<file path="config.mk">
export PLATFORM = sky130hd
export DESIGN_NAME = scan_chain_driver
export DESIGN_NICKNAME = d
export VERILOG_FILES = /design/src/rtl/scan_drv_pkg.sv /design/src/rtl/scan_drv_sreg.sv /design/src/rtl/scan_chain_driver.sv
export SDC_FILE = /design/constraint.sdc
export NUM_CORES = 1
export LEC_CHECK = 0
export ABC_CLOCK_PERIOD_IN_PS = 4700
export BUFFER_PORTS_ARGS = -buffer_cell sky130_fd_sc_hd__buf_2
export CAP_MARGIN = 5
export CORE_ASPECT_RATIO = 1.25
export CORE_MARGIN = 3
export CORE_UTILIZATION = 40
export CTS_CLUSTER_SIZE = 10
export DETAILED_ROUTE_END_ITERATION = 8
export GPL_TIMING_DRIVEN = 1
export PLACE_DENSITY = 0.72
export SLEW_MARGIN = 15
export SYNTH_ARGS = -nofsm -noshare
export SYNTH_HDL_FRONTEND = slang
export SYNTH_HIERARCHICAL = 1
export SYNTH_SLANG_ARGS = --single-unit
</file>
<file path="constraint.sdc">
create_clock -name CLK -period 4.7 [get_ports CLK]
set_clock_uncertainty 0.1 [all_clocks]
set_input_delay 0.47 -clock CLK [delete_from_list [all_inputs] [get_ports CLK]]
set_output_delay 0.47 -clock CLK [all_outputs]
set_load 0.05 [all_outputs]
</file>
<file path="src/rtl/scan_drv_pkg.sv">
// scan_drv_pkg: shared state encoding and widths for the scan chain driver
package scan_drv_pkg;
    typedef enum logic [2:0] {IDLE, SHIFT_IN, CAPTURE, SHIFT_OUT, DONE} state_t;
    localparam int ERR_CNT_W = 16;
endpackage

</file>
<file path="src/rtl/scan_drv_sreg.sv">
// scan_drv_sreg: parallel-load/serial-out stimulus register and serial-in/parallel-out response register
module scan_drv_sreg #(
    parameter int N = 32
) (
    input  logic         CLK,
    input  logic         RESET_B,
    input  logic         i_load,
    input  logic         i_shift_in,
    input  logic         i_shift_out,
    input  logic         i_so,
    input  logic [N-1:0] i_pattern,
    output logic         o_si,
    output logic [N-1:0] o_resp
);
    logic [N-1:0] r_stim;
    logic [N-1:0] r_resp;
    // zero fill means scan_si is already 0 once the stimulus has fully left
    always_ff @(posedge CLK or negedge RESET_B) begin
        if (!RESET_B) begin
            r_stim <= '0;
            r_resp <= '0;
        end else begin
            if (i_load) r_stim <= i_pattern;
            else if (i_shift_in) r_stim <= {r_stim[N-2:0], 1'b0};
            if (i_shift_out) r_resp <= {r_resp[N-2:0], i_so};
        end
    end
    assign o_si   = r_stim[N-1];
    assign o_resp = r_resp;
endmodule

</file>
<file path="src/rtl/scan_chain_driver.sv">
// scan_chain_driver: load / capture / unload sequencer for a scan-flop chain and its clock gate
// Optional response comparison and error counter enabled by SCAN_COMPARE_EN.
module scan_chain_driver
    import scan_drv_pkg::*;
#(
    parameter int CHAIN_LEN = 32
) (
    input  logic                 CLK,
    input  logic                 RESET_B,
    input  logic                 i_start_valid,
    output logic                 o_start_ready,
    input  logic [CHAIN_LEN-1:0] i_pattern,
    output logic                 o_resp_valid,
    input  logic                 i_resp_ready,
    output logic [CHAIN_LEN-1:0] o_resp,
    output logic                 o_scan_se,
    output logic                 o_scan_si,
    input  logic                 i_scan_so,
`ifdef SCAN_COMPARE_EN
    input  logic [CHAIN_LEN-1:0] i_expect,
    input  logic [CHAIN_LEN-1:0] i_mask,
    output logic                 o_mismatch,
    output logic [ERR_CNT_W-1:0] o_err_cnt,
`endif
    output logic                 o_chain_clk_en
);
    localparam int CNT_W = $clog2(CHAIN_LEN + 1);
    state_t           r_state, w_state_nxt;
    logic [CNT_W-1:0] r_cnt;
    logic             r_start_ready, r_resp_valid, r_scan_se, r_chain_clk_en;
    logic             w_accept, w_cnt_last;
    assign w_accept   = (r_state == IDLE) && i_start_valid;
    assign w_cnt_last = r_cnt == CNT_W'(1);
    always_comb begin
        w_state_nxt = r_state;
        case (r_state)
            IDLE:      w_state_nxt = i_start_valid ? SHIFT_IN : IDLE;
            SHIFT_IN:  w_state_nxt = w_cnt_last ? CAPTURE : SHIFT_IN;
            CAPTURE:   w_state_nxt = SHIFT_OUT;
            SHIFT_OUT: w_state_nxt = w_cnt_last ? DONE : SHIFT_OUT;
            DONE:      w_state_nxt = i_resp_ready ? IDLE : DONE;
            default:   w_state_nxt = IDLE;
        endcase
    end
    // outputs are registered from the next state so they line up with the state register
    always_ff @(posedge CLK or negedge RESET_B) begin
        if (!RESET_B) begin
            r_state        <= IDLE;
            r_cnt          <= '0;
            r_start_ready  <= 1'b1;
            r_resp_valid   <= 1'b0;
            r_scan_se      <= 1'b0;
            r_chain_clk_en <= 1'b0;
        end else begin
            r_state        <= w_state_nxt;
            r_cnt          <= (w_accept || r_state == CAPTURE) ? CNT_W'(CHAIN_LEN) :
                              (r_state inside {SHIFT_IN, SHIFT_OUT}) ? r_cnt - CNT_W'(1) : r_cnt;
            r_start_ready  <= w_state_nxt == IDLE;
            r_resp_valid   <= w_state_nxt == DONE;
            r_scan_se      <= w_state_nxt inside {SHIFT_IN, SHIFT_OUT};
            r_chain_clk_en <= w_state_nxt inside {SHIFT_IN, CAPTURE, SHIFT_OUT};
        end
    end
    scan_drv_sreg #(.N(CHAIN_LEN)) u_sreg (
        .CLK        (CLK),
        .RESET_B    (RESET_B),
        .i_load     (w_accept),
        .i_shift_in (r_state == SHIFT_IN),
        .i_shift_out(r_state == SHIFT_OUT),
        .i_so       (i_scan_so),
        .i_pattern  (i_pattern),
        .o_si       (o_scan_si),
        .o_resp     (o_resp)
    );
    assign o_start_ready  = r_start_ready;
    assign o_resp_valid   = r_resp_valid;
    assign o_scan_se      = r_scan_se;
    assign o_chain_clk_en = r_chain_clk_en;
`ifdef SCAN_COMPARE_EN
    logic [CHAIN_LEN-1:0] r_expect, r_mask;
    logic [CHAIN_LEN-1:0] w_resp_fin;
    logic                 r_mismatch;
    logic [ERR_CNT_W-1:0] r_err_cnt;
    // final response word as it will look after the last unload edge
    assign w_resp_fin = {o_resp[CHAIN_LEN-2:0], i_scan_so};
    always_ff @(posedge CLK or negedge RESET_B) begin
        if (!RESET_B) begin
            r_expect   <= '0;
            r_mask     <= '0;
            r_mismatch <= 1'b0;
            r_err_cnt  <= '0;
        end else begin
            if (w_accept) begin
                r_expect <= i_expect;
                r_mask   <= i_mask;
            end
            if (r_state == SHIFT_OUT && w_cnt_last) r_mismatch <= |((w_resp_fin ^ r_expect) & r_mask);
            if (r_state == DONE && i_resp_ready && r_mismatch && r_err_cnt != '1)
                r_err_cnt <= r_err_cnt + ERR_CNT_W'(1);
        end
    end
    assign o_mismatch = r_mismatch;
    assign o_err_cnt  = r_err_cnt;
`endif
endmodule

</file>
# [Word level (Yosys, flattened, before mapping)]
# Cells that the tools add are included.
# W data, S select, Z words.
[word_totals] ff_bits=77 output_inout_bits=37
[classes] n_mux=9 reduce_logical=9 eq_ne=9 addsub=1
[ops] cell="$mux W32" n=2
[ops] cell="$pmux W3 S5" n=1
[ops] cell="$eq A3 B2 Y1 const B" n=4
[ops] cell="$mux W6" n=2
[ops] cell="$reduce_bool A2 Y1" n=4
[ops] cell="$eq A3 B1 Y1 const B" n=2
[ops] cell="$eq A3 B3 Y1 const B" n=2
[ops] cell="$eq A6 B1 Y1 const B" n=1
[ops] cell="$logic_not A3 Y1" n=2
[ops] cell="$mux W3" n=2
[ops] cell="$sub A6 B1 Y6 const B" n=1
[ops] cell="$reduce_bool A3 Y1" n=1
[ops] cell="$mux W2" n=1
[ops] cell="$logic_and A1 B1 Y1" n=1
[ops] cell="$logic_or A1 B1 Y1" n=1
[ops] cell="$mux W1" n=1

# [Longest topological paths before layout]
# Gate-level depths: netlist of run 1.
[logic_depth] word_depth=5 ltp_mapped=7

# [Modules after synthesis]
# The synthesis of run 1 kept the hierarchy.
[modules_own_cells] mod="scan_drv_sreg" instances=1 cells_each=207 seq_area_each_um2=1601.5 area_per_inst_um2=2839.0
[modules_own_cells] mod="scan_chain_driver" instances=1 cells_each=61 seq_area_each_um2=326.6 area_per_inst_um2=645.6

# [Worst setup path after synthesis of run 1]
# OpenSTA, ideal clock, no wires.
[synth_path] kind="register to register" start="register r_state[2]" end="register u_sreg.r_stim[20]" period_less_slack_ps=1717 stages_incl_launch_ff=8 required_ps=4480 slack_ps=2983 t_arrival_ps=1496 setup_time_ps=120 path_cell_list="dfrtp_1 clkbuf_1 or2b_1 nor2_1 buf_6 buf_8 mux2i_1 o21ai_2"
[synth_via] elab_chain_cells=3 word_cells_on_any_way=5 classes_between="1 x eq/ne; 1 x mux; 3 x reduce/logical"
[synth_lines] item="start: declaration" line_no="scan_chain_driver.sv:28" rtl="state_t r_state, w_state_nxt;"
[synth_lines] item="start signal: assignment" line_no="scan_chain_driver.sv:55" rtl="r_state <= w_state_nxt;"
[synth_lines] item="$logic_not A3 Y1" line_no="scan_chain_driver.sv:32" rtl="assign w_accept = (r_state == IDLE) && i_start_valid;"
[synth_lines] item="$logic_and A1 B1 Y1" line_no="scan_chain_driver.sv:32"
[synth_lines] item="$mux W32 or $reduce_bool A2 Y1 (tied branches)"
[synth_lines] item="end signal: assignment" line_no="scan_drv_sreg.sv:23" rtl="if (i_load) r_stim <= i_pattern;"
[synth_lines] item="end signal: assignment" line_no="scan_drv_sreg.sv:24" rtl="else if (i_shift_in) r_stim <= {r_stim[N-2:0], 1'b0};"
[synth_lines] item="end: declaration" line_no="scan_drv_sreg.sv:15" rtl="logic [N-1:0] r_stim;"
# Several ways; a longest one is shown, not always the timed one.
# A chain may end at the register's enable or synchronous reset.

# [Final worst setup path of run 1]
[layout_path] start="register r_state[2]" end="register u_sreg.r_stim[16]"
# Same word-level chain as after synthesis.

==> impl_metrics.ini, run 1 <==
[run_status]
status = complete, no violations

[cells_and_area]
flow.area_growth_from_synthesis_pct = 15.9
post_route_cells_drive_above_1_share_pct = 37.9
diodes = 0
fin_area_sq_mm = 0.00404
layout.filler_cells = 757
design.final.nets = 374

[synthesis]
mappedNetlistNets = 307
synth_enable_flop_cells = 0
post-synth-top-area-cell = dfrtp_1
yosysWarnings = 6
async_flop_share_pct = 100
ys_seq_area_share_pct = 55.3
synth.distinct_cells = 36
synthesis.instances = 268
netlist.area_leader.share_pct = 54.6
ys_seq_elements = 77
netlist_top_cells_count = dfrtp_1 (76), nand2_1 (34), mux2i_1 (32)
synth_most_common_cell = dfrtp_1
synth_ff_type = dfrtp_1
synthTopCellsByArea = dfrtp_1 (55%), mux2_4 (13%), mux2i_1 (9.2%), o21ai_1 (4.5%), nand2_1 (3.7%)
post_synth_instance_area_sq_mm = 0.00348
syn_avg_cell_area_sq_um = 13.0

[clock_network]
htreeDepth = 3
clock_sinks = 77
post_cts.resized_instances = 0
post_cts_buffers = 0
cts_made_buffers = 9
clock-root-buffer = clkbuf_8
holdBufCountCts = 0
max-clock-path-buffers = 2
clk_pin_slew_ps = 80
clock_latency_ps = 340
cts_tree = done

[run]
drv.max_cap_violation_count = 0

[min_path]
worstHoldPathType = primary input to async pin

[grt]
grt_pass1_vias = 2144
grt_start_max_net_pins = 78
grt_overflow_total = 0
antenna_found_initial = 0
grt_pass1_wl_microns = 10300
grt_resource_usage_total_pct = 13.7

[timing]
timing.fmax_mhz = 424
timing.final.max_slew_violations = 0
tightest_pin_transition_ps = 1120
setup_tns_ps = 0
post-route-min-period_ps = 2360
rsz_0062_raised_after_global_routing = no
fin_crit_sh_pct = 50.1
setup_viol = 0
timing.final.hold_violations = 0
relSlewSlack_pct = 25.3
worst_slack_ps = 2340

[place]
numPortBuffers = 73
placement.setup.worst_slack_ps = 2350
place.detailed.hpwl_microns = 4250
place_congestion = 0.807
post_dp_cell_area_sq_mm = 0.00384

[worst_setup_path]
worstSetupPathType = flip-flop to flip-flop
critical_path.n_buffers_inverters = 0
endpoint_kind = flip-flop
cpPeakStageDelay_ps = 860
crit_path_start_kind = flip-flop
cp_cell_sequence = or2b_1, nor2_4, mux2i_1, o21ai_1
cp_max_fo = 32
cp.required_ps = 4810
critPathTopFamily = simple AND/OR/NAND/NOR gates
cp_data_arrival_time_ps = 2460
crit_slowest_cell = nor2_4

[die]
boundaryPins = 74
initial_core_util_pct = 41.6
fp.dieH_microns = 110
chip_width_microns = 89.5
floorplan.core_area_sq_mm = 0.00838
die_area_sq_mm = 0.00987
placement_rows = 37

[routing]
finalWirelength_microns = 6250
detail_route.wl_per_cell_microns = 13.7
first_iter_violations = 134
dr.pass1.iters = 4
route.vias.total = 2156
post_detailed_route_drc_marker_count = 0
antenna_violating_nets_post_route = 0
drt-vias-per-instance = 4.72

[pwr]
power_density_mw_per_mm2 = 626
max-vdd-ir-drop_v = 0.000229
static-leakage-power_nw = 2.06
-- cells by family after synthesis --
kind of cell	count (synthesis)	synth area share, %
AO/OA/AOI/OAI	44	7.00
XOR/XNOR	1	0.251
adder cells (fa/ha/maj)	2	0.718
buffers and inverters	20	5.46
flip-flops	77	55.3
multiplexers	65	23.1
AND/OR/NAND/NOR	59	8.15
-- cell usage in the layout (no fill, tap or decap), types with 2 or more instances in the layout --
cell        Yosys  routed
buf_2           5      72
nor2b_1         2       2
buf_4           1       2
mux2_2          3       3
a21oi_1         3       3
clkbuf_8        0      10
o21ai_0         2       2
nand3b_1        2       2
clkinvlp_4      0       2
nor3_1          4       4
nor2_1          7       6
a22o_1          2       2
ha_1            2       2
or3_1           3       3
inv_1           2       2
mux2_4         30      30
dfrtp_1        76      76
nand2_1        34      34
mux2i_1        32      32
o21ai_1        31      31
o21bai_1        2       2
-- area by class of cell --
| type | count | area (sq um) | share of cell area (%) |
|---|---|---|---|
| clock buffers | 11 | 141 | 3.50 |
| flip-flops and latches | 77 | 1930 | 47.7 |
| clock inverters | 5 | 58.8 | 1.46 |
| repair buffers | 74 | 375 | 9.29 |
| inverters | 2 | 7.51 | 0.186 |
| multi-input cells | 171 | 1380 | 34.2 |
| well taps | 117 | 146 | 3.62 |
-- worst paths after layout --
path	from	endpoint	slack, ps	cells after the start
worst max-delay path	r_state[2]$_DFF_PN0_	u_sreg/r_stim[16]$_DFFE_PN0P_	2340	4
worst min register to register	r_cnt[4]$_DFFE_PN0P_	r_cnt[4]$_DFFE_PN0P_	390	1
worst min-delay path	RESET_B	u_sreg/o_resp[20]$_DFFE_PN0P_	150	1
min in group CLK	i_pattern[20]	u_sreg/r_stim[20]$_DFFE_PN0P_	230	3
worst max register to register	r_state[2]$_DFF_PN0_	u_sreg/r_stim[16]$_DFFE_PN0P_	2340	4
max in group asynchronous	RESET_B	u_sreg/r_stim[19]$_DFFE_PN0P_	3730	1
-- power breakdown --
group | internal [mW] | leakage, nW | switching (mW)
sequential | 0.861 | 0.999 | 0.136
combinational | 0.442 | 0.966 | 0.594
clock | 0.261 | 0.0959 | 0.233
total | 1.56 | 2.06 | 0.963
-- sequential cells by signal (all words and copies together) (netlist names) --
register / count
o_chain_clk_en: 1
o_resp_valid: 1
o_scan_se: 1
o_start_ready: 1
r_cnt: 6
r_state: 3
u_sreg/o_resp: 32
u_sreg/r_stim: 32
-- per-stage QoR --
| step | total power, mW | util [%] | hold WS (ps) | cells |
|---|---|---|---|---|
| floorplan | 1.97 | - | 74.4 | 268 |
| global placement | 2.03 | 45.8 | 377 | 441 |
| detailed placement | 2.06 | 45.8 | 389 | 441 |
| CTS | 2.56 | 48.2 | 193 | 457 |
| global route | 2.72 | 48.2 | 228 | 457 |
| finish | 2.53 | 48.2 | 149 | 457 |
-- worst reg2reg max path: stages (launching register included) --
cell	delay, ps
dfrtp_1	510
or2b_1	350
nor2_4	860
mux2i_1	330
o21ai_1	80
-- layer usage --
metal  GRT usage, %  share of wire (%)
met1           18.4                 45
met2           20.2                 50
met3           3.42                3.6
met4           7.34                1.5
met5              0                  0
(Power assumes the default switching activity.)
==> run 2: changes to the inputs <==
--- a/config.mk
+++ b/config.mk
@@ -5,7 +5,7 @@
 export SDC_FILE = /design/constraint.sdc
 export NUM_CORES = 1
 export LEC_CHECK = 0
-export ABC_CLOCK_PERIOD_IN_PS = 4700
+export ABC_CLOCK_PERIOD_IN_PS = 2000
 export BUFFER_PORTS_ARGS = -buffer_cell sky130_fd_sc_hd__buf_2
 export CAP_MARGIN = 5
 export CORE_ASPECT_RATIO = 1.25
@@ -14,7 +14,7 @@
 export CTS_CLUSTER_SIZE = 10
 export DETAILED_ROUTE_END_ITERATION = 8
 export GPL_TIMING_DRIVEN = 1
-export PLACE_DENSITY = 0.72
+export PLACE_DENSITY = 0.74
 export SLEW_MARGIN = 15
 export SYNTH_ARGS = -nofsm -noshare
 export SYNTH_HDL_FRONTEND = slang
==> constraint.sdc (replaced) <==
create_clock -name CLK -period 2 [get_ports CLK]
set_clock_uncertainty 0.1 [all_clocks]
set_input_delay 0.2 -clock CLK [delete_from_list [all_inputs] [get_ports CLK]]
set_output_delay 0.2 -clock CLK [all_outputs]
set_load 0.05 [all_outputs]
==> run 2 against run 1 <==
Global-route usage rose by 0.97 points. Power rose by 140%. Routed wire length rose by 9.6%. Die area did not move. Combinational power rose to 2.6 times the previous value. Sequential power rose by 130%. Design area rose by 11%. Maximum frequency rose by 35%. Sequential share of layout area fell by 4.8 points. Non-clock buffer count rose by 41. Worst hold slack got worse by 54 ps. Worst setup slack got worse by 2100 ps. Critical endpoint is now u_sreg/o_resp[0]$_DFFE_PN0P_.
==> impl_metrics.ini, run 2 (synthesis gave the netlist of run 1 again) <==
[clock_network]
cts_tree = done
clock_latency_ps = 340
cts_made_buffers = 9
holdBufCountCts = 34
max-clock-path-buffers = 2
htreeDepth = 3
post_cts.resized_instances = 0
clock_sinks = 77
post_cts_buffers = 0
clock-root-buffer = clkbuf_8
clk_pin_slew_ps = 80

[worst_setup_path]
worst_r2r_startpoint = r_state[0]$_DFF_PN0_
crit_path_start_kind = flip-flop
worstReg2RegEnd = u_sreg/o_resp[0]$_DFFE_PN0P_
cp_data_arrival_time_ps = 1880
reg2reg_setup_slack_ps = 260
cp_max_fo = 14
cp.required_ps = 2140
reg2regPathDepth = 4
endpoint_kind = flip-flop
worstSetupPathType = flip-flop to flip-flop

[grt]
grt_overflow_total = 0
grt_start_max_net_pins = 65
grt_pass1_wl_microns = 10900
grt_resource_usage_total_pct = 14.7
antenna_found_initial = 0
grt_pass1_vias = 2321

[min_path]
worstHoldStart = i_resp_ready
worstHoldPathType = primary input to flip-flop
hold_path_endpoint = o_start_ready$_DFF_PN1_
worst_hold_path.num_cells = 3

[die]
die_area_sq_mm = 0.00987
floorplan.core_area_sq_mm = 0.00838
placement_rows = 37
chip_width_microns = 89.5
initial_core_util_pct = 41.6
boundaryPins = 74
fp.dieH_microns = 110

[routing]
highest_layer = met4
finalWirelength_microns = 6850
met1_length_microns = 2910
met2_wirelength_microns = 3510
dr.pass1.iters = 4
post_detailed_route_drc_marker_count = 0
first_iter_violations = 88
antenna_violating_nets_post_route = 0
route.vias.total = 2328
detail_route.wl_per_cell_microns = 13.8
drt-vias-per-instance = 4.67
dr_wl_met3_microns = 263

[place]
placed_cells_incl_taps = 448
placement.setup.worst_slack_ps = 280
post_dp_cell_area_sq_mm = 0.00395
place_congestion = 0.809
place.detailed.hpwl_microns = 4440
numPortBuffers = 73

[timing]
timing.final.max_slew_violations = 0
setup_tns_ps = 0
timing.fmax_mhz = 574
rsz_0062_raised_after_global_routing = no
worst_slack_ps = 258
setup_viol = 0
relSlewSlack_pct = 66.7
fin_crit_sh_pct = 87.1
post-route-min-period_ps = 1740
timing.final.hold_violations = 0
tightest_pin_transition_ps = 500

[pwr]
max-vdd-ir-drop_v = 0.000674
power_density_mw_per_mm2 = 1370
static-leakage-power_nw = 2.25

[cells_and_area]
layout_common_cells = dfrtp_1 (76), buf_2 (72), nand2_1 (34), dlygate4sd3_1 (34), mux2i_1 (32)
design.final.nets = 415
multi_input_comb_area_sq_mm = 0.00138
diodes = 0
post_route_cells_drive_above_1_share_pct = 35.7
fin_area_sq_mm = 0.00449
layout.filler_cells = 707
finalNonFillerCells = 498
final_common_cell = dfrtp_1
register_area_sq_mm = 0.00193
flow.area_growth_from_synthesis_pct = 28.9
postLayoutCoreUtil_pct = 53.6

[run_status]
status = complete, no violations

[run]
drv.max_cap_violation_count = 0
-- run 2: worst max-delay path, stage by stage (launching register included) --
cell and delay [ps]:
dfrtp_1 460, nor2b_1 270, and2_2 280, buf_12 180, mux2_2 340
-- run 2: report_power, final --
| group | switching (mW) | internal (mW) |
|---|---|---|
| registers | 0.317 | 2.02 |
| logic | 1.46 | 1.21 |
| clock network | 0.564 | 0.585 |
| total | 2.34 | 3.82 |
-- run 2: worst max path at each step --
stage | start | end | slack (ps)
after floorplan | r_state[2]$_DFF_PN0_ | u_sreg/r_stim[20]$_DFFE_PN0P_ | 280
after global placement | r_state[0]$_DFF_PN0_ | u_sreg/o_resp[31]$_DFFE_PN0P_ | 330
after detailed placement | r_state[0]$_DFF_PN0_ | u_sreg/o_resp[6]$_DFFE_PN0P_ | 280
after CTS | r_state[0]$_DFF_PN0_ | u_sreg/o_resp[0]$_DFFE_PN0P_ | 270
after global routing | r_state[0]$_DFF_PN0_ | u_sreg/o_resp[0]$_DFFE_PN0P_ | 130
final | r_state[0]$_DFF_PN0_ | u_sreg/o_resp[0]$_DFFE_PN0P_ | 260
-- run 2: per-layer routing --
metal  GRT usage, %  up-vias
met1           18.0     1126
met5              0        -
met3           3.12       16
met2           23.8       41
li1               -     1145
met4           7.98        0
-- run 2: area by class of cell --
type                    instances  area share [%]
flip-flops and latches         77            42.9
multi-input cells             171            30.8
repair buffers                115            18.5
well taps                     117            3.26
clock buffers                  10            2.84
clock inverters                 6            1.56
inverters                       2           0.167
-- run 2: stage by stage --
stage | hold slack, ps | power (mW)
after floorplan | -196 | 4.63
after global placement | 98.3 | 4.93
after detailed placement | 102 | 5.00
after CTS | 56.8 | 6.23
after global routing | 129 | 6.58
final | 95.2 | 6.16
==> run 3: changes to the inputs <==
--- a/config.mk
+++ b/config.mk
@@ -5,16 +5,17 @@
 export SDC_FILE = /design/constraint.sdc
 export NUM_CORES = 1
 export LEC_CHECK = 0
+export ABC_AREA = 1
 export ABC_CLOCK_PERIOD_IN_PS = 2000
-export BUFFER_PORTS_ARGS = -buffer_cell sky130_fd_sc_hd__buf_2
 export CAP_MARGIN = 5
 export CORE_ASPECT_RATIO = 1.25
 export CORE_MARGIN = 3
 export CORE_UTILIZATION = 40
 export CTS_CLUSTER_SIZE = 10
 export DETAILED_ROUTE_END_ITERATION = 8
+export DONT_BUFFER_PORTS = 1
 export GPL_TIMING_DRIVEN = 1
-export PLACE_DENSITY = 0.74
+export PLACE_DENSITY = 0.66
 export SLEW_MARGIN = 15
 export SYNTH_ARGS = -nofsm -noshare
 export SYNTH_HDL_FRONTEND = slang
==> run 3 against run 2 <==
The flow now finishes with violations (negative hold slack). Combinational power fell by 27%. Die area fell by 5.6%. Sequential power rose by 68%. Clock-buffer cell count rose by 2. Largest power group is now registers. Highest routed layer unchanged.
==> impl_metrics.ini, run 3 <==
[run_status]
status = complete, but fails checks
violations_in_the_final_reports = negative hold slack

[cells_and_area]
fin_area_sq_mm = 0.00380
post_route_cells_drive_above_1_share_pct = 7.85
layout.filler_cells = 733
design.final.nets = 431
postLayoutCoreUtil_pct = 48.3
final_common_cell = nand2_1
flow.area_growth_from_synthesis_pct = 16.0
layout_common_cells = nand2_1 (96), dfrtp_1 (76), nand3_1 (68), dlygate4sd3_1 (33), inv_1 (25)
diodes = 0

[worst_setup_path]
cp_max_fo = 31
cp_data_arrival_time_ps = 1780
worstSetupPathType = flip-flop to flip-flop
endpoint_kind = flip-flop
crit_path_start_kind = flip-flop
cp.required_ps = 2130

[clock_network]
clk_pin_slew_ps = 70
post_cts_buffers = 0
htreeDepth = 3
holdBufCountCts = 33
max-clock-path-buffers = 2
clock-root-buffer = clkbuf_8
cts_made_buffers = 9
post_cts.resized_instances = 0
clock_latency_ps = 350
clock_sinks = 77
cts_tree = done

[timing]
tightest_pin_transition_ps = 527
rsz_0062_raised_after_global_routing = no
timing.final.hold_violations = 77
setup_tns_ps = 0
post-route-min-period_ps = 1660
timing.final.max_slew_violations = 0
fin_crit_sh_pct = 82.8
hold-worst-slack_ps = -559
relSlewSlack_pct = 64.9
setup_viol = 0
timing.fmax_mhz = 604
worst_slack_ps = 344

[synthesis]
syn_avg_cell_area_sq_um = 9.03
synthesis.instances = 363
synth_ff_type = dfrtp_1
mappedNetlistNets = 402
synthTopCellsByArea = dfrtp_1 (58%), nand2_1 (11%), nand3_1 (10%), o21ai_0 (3.1%), inv_1 (2.9%)
post_synth_instance_area_sq_mm = 0.00328
synth_enable_flop_cells = 0
async_flop_share_pct = 100
netlist_top_cells_count = nand2_1 (96), dfrtp_1 (76), nand3_1 (68)
ys_seq_area_share_pct = 58.8
synth_most_common_cell = nand2_1
netlist.area_leader.share_pct = 58.0
synth.distinct_cells = 23
yosysWarnings = 6
post-synth-top-area-cell = dfrtp_1
ys_seq_elements = 77

[place]
numPortBuffers = 0
place.detailed.hpwl_microns = 4290
place_congestion = 0.790
placement.setup.worst_slack_ps = 372
post_dp_cell_area_sq_mm = 0.00331

[die]
fp.dieH_microns = 107
initial_core_util_pct = 41.6
boundaryPins = 74
floorplan.core_area_sq_mm = 0.00788
chip_width_microns = 87.0
placement_rows = 36
die_area_sq_mm = 0.00932

[routing]
antenna_violating_nets_post_route = 0
route.vias.total = 2485
detail_route.wl_per_cell_microns = 13.9
first_iter_violations = 209
finalWirelength_microns = 6790
drt-vias-per-instance = 5.07
post_detailed_route_drc_marker_count = 0
dr.pass1.iters = 4

[grt]
grt_overflow_total = 0
grt_pass1_vias = 2480
grt_start_max_net_pins = 78
grt_resource_usage_total_pct = 15.2
grt_pass1_wl_microns = 11000
antenna_found_initial = 0

[min_path]
worstHoldPathType = primary input to async pin

[pwr]
power_density_mw_per_mm2 = 1810
static-leakage-power_nw = 1.79
max-vdd-ir-drop_v = 0.00131

[run]
drv.max_cap_violation_count = 0
-- run 3: cell types whose count changed after synthesis, moves of 18 or more --
cell and change:
nand3_1 +68, nand2_1 +62, mux2i_1 -32, mux2_4 -30, o21ai_1 -30, inv_1 +23, o21ai_0 +18
-- run 3: final timing paths --
| check | from | to | slack, ps | depth (start not counted) |
|---|---|---|---|---|
| worst max-delay path | r_state[1]$_DFF_PN0_ | u_sreg/r_stim[19]$_DFFE_PN0P_ | 340 | 6 |
| worst min register to register | u_sreg/r_stim[0]$_DFFE_PN0P_ | u_sreg/r_stim[0]$_DFFE_PN0P_ | 380 | 2 |
| min in group CLK | i_start_valid | r_cnt[5]$_DFFE_PN0P_ | 20 | 2 |
| worst max register to register | r_state[1]$_DFF_PN0_ | u_sreg/r_stim[19]$_DFFE_PN0P_ | 340 | 6 |
| max in group asynchronous | RESET_B | o_start_ready$_DFF_PN1_ | 2170 | 0 |
| worst min-delay path | RESET_B | r_state[1]$_DFF_PN0_ | -560 | 0 |
-- run 3: layout make-up --
cell class	instances	area, sq um	share of cell area (%)
clock inverters	2	10.0	0.263
clock buffers	12	155	4.08
inverters	28	105	2.76
flip-flops and latches	77	1930	50.7
multi-input cells	238	1110	29.1
repair buffers	38	380	10.0
well taps	95	119	3.12
-- run 3: power by group --
part           switching, mW  internal, mW
Combinational           1.23         0.712
Clock                  0.512         0.501
Sequential              1.71          2.23
Total                   3.45          3.44
-- run 3: layer usage --
| layer | part of all wire [%] | GRT usage, % |
|---|---|---|
| met1 | 42 | 17.2 |
| met2 | 48 | 24.6 |
| met3 | 7.3 | 6.00 |
| met4 | 2.6 | 7.68 |
| met5 | 0 | 0 |
-- run 3: through the flow --
| stage | std cells | power [mW] |
|---|---|---|
| final | 490 | 6.89 |
| after global routing | 490 | 7.39 |
| after CTS | 490 | 6.95 |
| after detailed placement | 443 | 5.87 |
| after global placement | 443 | 5.76 |
| after floorplan | 363 | 5.54 |
-- run 3: cell families after synthesis --
kind of cell,count (synthesis),share of synthesized area (%)
adders and majority gates,2,0.763
AOI/OAI and AO/OA,41,6.53
and+or+nand+nor,195,26.1
DFF,77,58.8
buffers and inverters,48,7.75
-- run 3: worst max-delay path, cell delays in order, from the launching register on --
cell and delay, ps:
dfrtp_1 420, inv_1 150, nand3_1 110, nor2_2 230, inv_2 270, nand3_1 150
nand3_1 100
